**config.mk**
```make
export PLATFORM = sky130hd
export DESIGN_NAME = hazard_control
export DESIGN_NICKNAME = d
export VERILOG_FILES = /design/src/rtl/hazard_control.sv
export SDC_FILE = /design/constraint.sdc
export NUM_CORES = 1
export LEC_CHECK = 0
export ABC_AREA = 1
export BUFFER_PORTS_ARGS = -buffer_cell sky130_fd_sc_hd__buf_2
export CORE_ASPECT_RATIO = 1.75
export CORE_MARGIN = 2
export CORE_UTILIZATION = 56
export DETAILED_ROUTE_END_ITERATION = 10
export PLACE_DENSITY = 0.93
export SYNTH_ARGS = -nofsm -noshare
export SYNTH_HDL_FRONTEND = slang
export SYNTH_SLANG_ARGS = --single-unit
export TNS_END_PERCENT = 20
```
**constraint.sdc**
```tcl
create_clock -name clk -period 4.02 [get_ports clk]
set_clock_uncertainty 0.1 [all_clocks]
set_input_delay 0.804 -clock clk [delete_from_list [all_inputs] [get_ports clk]]
set_output_delay 0.804 -clock clk [all_outputs]
set_load 0.01 [all_outputs]
```
**src/rtl/hazard_control.sv**
```systemverilog
// Hazard unit: load-use and mult/div interlocks, branch flush,
// and a saturating stall-cycle counter.
module hazard_control (
  input  logic        clk,
  input  logic        rst_n,
  input  logic [4:0]  IfIdRegRs,
  input  logic [4:0]  IfIdRegRt,
  input  logic        IfIdUsesRt,
  input  logic [4:0]  IdExRegRt,
  input  logic        IdExMemRead,
  input  logic        BranchTaken,
  input  logic        IfIdMdOp,
  input  logic        IfIdMdIsDiv,
  input  logic        IfIdMdRead,
  output logic        PcWrite,
  output logic        IfIdWrite,
  output logic        IfIdFlush,
  output logic        IdExFlush,
  output logic        MdIssue,
  output logic        MdBusy,
  output logic [15:0] StallCycles
);

  localparam logic [0:0] IDLE = 1'b0;
  localparam logic [0:0] BUSY = 1'b1;

  logic [0:0] state;
  logic [4:0] md_cnt;
  logic       load_use;
  logic       md_hazard;
  logic       stall;
  logic       rs_hit;
  logic       rt_hit;

  assign rs_hit = (IdExRegRt == IfIdRegRs);
  assign rt_hit = IfIdUsesRt && (IdExRegRt == IfIdRegRt);

  assign load_use = IdExMemRead && (IdExRegRt != 5'd0)
                    && (rs_hit || rt_hit);

  assign md_hazard = (state == BUSY)
                     && (IfIdMdOp || IfIdMdRead);

  // Branch wins outright, so stall is made exclusive with it.
  assign stall = !BranchTaken && (load_use || md_hazard);

  assign MdBusy = (state == BUSY);

  always_comb begin
    PcWrite   = 1'b1;
    IfIdWrite = 1'b1;
    IfIdFlush = 1'b0;
    IdExFlush = 1'b0;
    MdIssue   = 1'b0;
    unique case (1'b1)
      BranchTaken: begin
        IfIdFlush = 1'b1;
        IdExFlush = 1'b1;
      end
      stall: begin
        PcWrite   = 1'b0;
        IfIdWrite = 1'b0;
        IdExFlush = 1'b1;
      end
      default: begin
        MdIssue = (state == IDLE) && IfIdMdOp;
      end
    endcase
  end

  always_ff @(posedge clk or negedge rst_n) begin
    if (!rst_n) begin
      state  <= IDLE;
      md_cnt <= 5'd0;
    end else if (MdIssue) begin
      state  <= BUSY;
      md_cnt <= IfIdMdIsDiv ? 5'd31 : 5'd3;
    end else if (state == BUSY) begin
      if (md_cnt != 5'd0) begin
        md_cnt <= md_cnt - 5'd1;
      end else begin
        state <= IDLE;
      end
    end
  end

  always_ff @(posedge clk or negedge rst_n) begin
    if (!rst_n) begin
      StallCycles <= 16'd0;
    end else if (!PcWrite && (StallCycles != 16'hFFFF)) begin
      StallCycles <= StallCycles + 16'd1;
    end
  end

endmodule

```
[Word level (Yosys, flattened, before mapping)]
Index checks and enable logic that the tools add are counted.
Storage, ports and cells
  register bits: 22
  output and inout port bits: 22
Operators by class
  $add $sub $neg: 2
  eq/ne operators: 3
  muxes and demuxes: 11
  bitwise operators: 1
  reductions and logical operators: 17
Operators by type and width (number)
  $mux W5: 4
  $add A16 B1 Y16 const B: 1
  $ne A16 B16 Y1 const B: 1
  $eq A5 B5 Y1: 2
  $reduce_bool A5 Y1: 2
  $logic_and A1 B1 Y1: 7
  $mux W1: 7
  $sub A5 B1 Y5 const B: 1
  $reduce_bool A2 Y1: 2
  $logic_or A1 B1 Y1: 3
  $reduce_and A2 Y1: 1
  $reduce_or A2 Y1: 1
  $logic_not A1 Y1: 1
  $not A1 Y1: 1

[Depth between registers and ports, before layout]
  word-level depth: 10
  mapped depth: 13
  depth with buffers taken out: 13

[Least setup slack after synthesis]
Ideal clock, no wire load.
  kind: in2out
  start point: in IdExRegRt[3]
  end point: out PcWrite
  data arrival time: 1.602 ns
  path slack: 1.514 ns
  cell stages on the path: 10
  buffers on the path: 1
  path through: inv_1 > nand2_1 > nand2_1 > nor2_1 > nand3_1 > nand2_1 > nand2_1 > nand2_1 > nand2_1 > buf_4
Between the ends
  longest elaborated chain between the ends: 7
Ends and longest elaborated chain
  start, declared: RTL line 9  | input logic [4:0] IdExRegRt,
  $eq A5 B5 Y1: RTL line 36  | assign rt_hit = IfIdUsesRt && (IdExRegRt == IfIdRegRt);
  $logic_and A1 B1 Y1: RTL line 36
  $logic_or A1 B1 Y1: RTL line 39  | && (rs_hit || rt_hit);
  $logic_and A1 B1 Y1 *: RTL line 39
  $logic_or A1 B1 Y1 *: RTL line 45  | assign stall = !BranchTaken && (load_use || md_hazard);
  $logic_and A1 B1 Y1 *: RTL line 45
  $mux W1 *
  end, declared: RTL line 15  | output logic PcWrite,
Mark *: on every way between the ends. The rest lies on a longest branch, timed or not.

[Worst setup path after layout]
  start point: in IdExRegRt[3]
  end point: out MdIssue
Between the ends
  longest elaborated chain between the ends: 8
Ends and longest elaborated chain
  $eq A5 B5 Y1: RTL line 36
  $logic_and A1 B1 Y1: RTL line 36
  $logic_or A1 B1 Y1: RTL line 39
  $logic_and A1 B1 Y1 *: RTL line 39
  $logic_or A1 B1 Y1 *: RTL line 45
  $logic_and A1 B1 Y1 *: RTL line 45
  $reduce_or A2 Y1 (no line) *
  $mux W1 *: RTL line 55  | unique case (1'b1)
  end, declared: RTL line 19  | output logic MdIssue,
Marked as above.

==> reports/qor.txt <==
status: finished, final reports clean
Total Neg Setup Slack: 0 ps
Post-CTS Setup Inserts: 0
first-pass GRT wire length: 5.82 mm
DP Wirelength: 2.59 mm
final hold slack: 382 ps
Mapped Nets: 251
worst r2r path cells: 10
Synth Warn #: 0
RSZ-0062 raised after global routing: false
post-CTS sizing: 0
vias in the first global route: 1472
final hold violations: 0
Die H: 73.7 um
syn_area_per_cell: 6.92 sq um
capture point of the worst reg-to-reg path: StallCycles[12]$_DFFE_PN0P_
Worst R2R Setup Slack: 1850 ps
register bit total from synthesis: 22
DRT iter0 DRCs: 42
WS Path Type: in -> out
area of the multi-input gates: 842 sq um
fin util: 69.4%
initial antenna violation count: 0
post-synthesis sequential area ratio: 35.4%
max-slew violations: 0
routed via count: 1541
initial cell density of the core: 58.5%
final antenna-violating net count: 0
Mapped Cells: 225
drt first pass iters: 5
Worst-Margin Slew: 480 ps
Post-Place Cells: 292
die area: 3230 sq um
min cycle time layout: 2770 ps
Clock Path Buffers: 2
total CTS buffers: 3
core box area: 2660 sq um
clk slew on worst S/H paths: 80 ps
crit end category: output port
root buf cell: clkbuf_8
GRT overflow: 0
post-synthesis cell type count: 25
HP Class: in -> async
worst r2r src: StallCycles[0]$_DFFE_PN0P_
vias per cell: 5.21
Post-CTS Hold Buffers: 0
share of cells above drive strength 1: 22.3%
clk sink count: 22
Final period util: 68.9%
Layout Nets: 296
wire per inst: 12.0 um
Startpoint Class: primary input
CP Launch Point: IdExRegRt[3]
# Max-Cap Violations: 0
Pwr Density: 540 nW/um^2
P_leak: 1.07 nW
critical path arrival: 1870 ps
largest net degree at the start of global routing: 23
worst setup path end: MdIssue
RePlAce Congestion: 0.849
Cell Count, Final, Fillers Out: 296
row count: 25
Detailed Route WL: 3.56 mm
Total GRT Usage: 23.4%
Slew HR: 68.0%
Antenna Cells: 0
Layout fillers: 227
WP data required: 3120 ps
Die W: 43.9 um
# IOs: 45
count of input and output buffers: 44
Cell Area, Synth: 1560 sq um
final setup fails: 0
CTS tree: built
Storage cell area: 551 sq um
worst vdd ir: 0.000368 V
Achievable Freq: 361 MHz
area grow syn2layout: 18.5%
peak fanout along the critical path: 6
DR DRC count: 0
worst-skew pair later-pin latency: 270 ps
H-tree levels: 1
==> layout by cell type, fill, tap and decap left out <==
| cell | n |
|---|---|
| a21oi_1 | 1 |
| buf_2 | 44 |
| bufinv_16 | 1 |
| clkbuf_8 | 3 |
| dfrtp_1 | 22 |
| ha_1 | 3 |
| inv_1 | 32 |
| inv_4 | 1 |
| nand2_1 | 92 |
| nand2_2 | 1 |
| nand3_1 | 9 |
| nand3_2 | 1 |
| nand3_4 | 1 |
| nand3b_1 | 1 |
| nand3b_2 | 2 |
| nand4_1 | 5 |
| nand4_2 | 1 |
| nor2_1 | 17 |
| nor2_4 | 1 |
| nor3_1 | 5 |
| nor3_4 | 1 |
| o21ai_0 | 6 |
| o21ai_1 | 3 |
| o21ai_2 | 3 |
| xnor2_1 | 6 |
| xor2_1 | 7 |
==> routing by layer <==
layer | vias to the layer above | global-route usage, % | wire length, um
met2 | 42 | 44.8 | 2020
met4 | 0 | 9.76 | 65
met3 | 6 | 2.70 | 151
li1 | 777 | - | -
met1 | 716 | 24.5 | 1330
met5 | - | 0 | 0
==> critical path, cell delays in order <==
cell,delay [ps]
buf_2,110
inv_1,90
nand4_1,90
o21ai_0,160
inv_1,70
nand2_1,80
nand4_1,210
inv_1,130
buf_2,130
==> synth_stat cells <==
master    instances  area [sq um]
inv_4             1          6.26
nand3b_1          1          7.51
o21ai_0           6          30.0
nand4_1           5          31.3
nand3_4           1          17.5
buf_4             2          15.0
inv_1            32           120
buf_6             2          22.5
nand3_1           9          45.0
nor3_4            1          16.3
nand3b_2          2          22.5
a21oi_1           1          5.00
xnor2_1           6          52.6
dfrtp_1          22           551
nand4_2           1          12.5
nand3_2           1          10.0
ha_1              3          37.5
nand2_1          92           345
nor2_4            1          11.3
xor2_1            7          61.3
nor2_1           17          63.8
nand2_2           1          6.26
o21ai_2           3          26.3
nor3_1            5          25.0
o21ai_1           3          15.0
==> final cells by class <==
cell class / instances / area share, %
clock buffer: 3 / 2.24
clock inverter: 1 / 1.63
inverter: 33 / 6.85
multi-input combinational: 166 / 45.7
sequential: 22 / 29.9
tap: 27 / 1.83
timing repair buffer: 44 / 11.9
==> worst min path at each step <==
stage	from	to	depth (start not counted)
floorplan	md_cnt[4]$_DFFE_PN0P_	md_cnt[4]$_DFFE_PN0P_	2
global placement	md_cnt[4]$_DFFE_PN0P_	md_cnt[4]$_DFFE_PN0P_	2
detailed placement	md_cnt[4]$_DFFE_PN0P_	md_cnt[4]$_DFFE_PN0P_	2
CTS	rst_n	md_cnt[4]$_DFFE_PN0P_	1
global route	rst_n	md_cnt[4]$_DFFE_PN0P_	1
finish	rst_n	MdBusy$_DFF_PN0_	1
==> cell families after synthesis <==
kind of cell	Yosys count	share of synthesized area (%)
DFF	22	35.4
and+or+nand+nor	137	39.5
adders and majority gates	3	2.41
buffers and inverters	37	10.5
xor gates and xnor gates	13	7.32
AOI/OAI and AO/OA	13	4.90
==> sequential cells by signal, indices dropped and copies added (netlist names) <==
name,cells
StallCycles,16
MdBusy,1
md_cnt,5
==> power by group <==
part | total, mW | switching, mW | internal, mW
sequential | 0.356 | 0.0678 | 0.288
combinational | 0.431 | 0.269 | 0.163
clock | 0.210 | 0.0762 | 0.133
total | 0.997 | 0.413 | 0.584
==> through the flow <==
step / power, mW / area, sq um / setup WS [ps]
2_1_floorplan: 0.661 / 1560 / 1510
3_3_place_gp: 0.759 / 1770 / 1300
3_5_place_dp: 0.779 / 1770 / 1260
4_1_cts: 0.993 / 1840 / 1250
5_1_grt: 1.06 / 1840 / 1130
6_report: 0.997 / 1840 / 1250
Power figures use the tool's default switching activity.
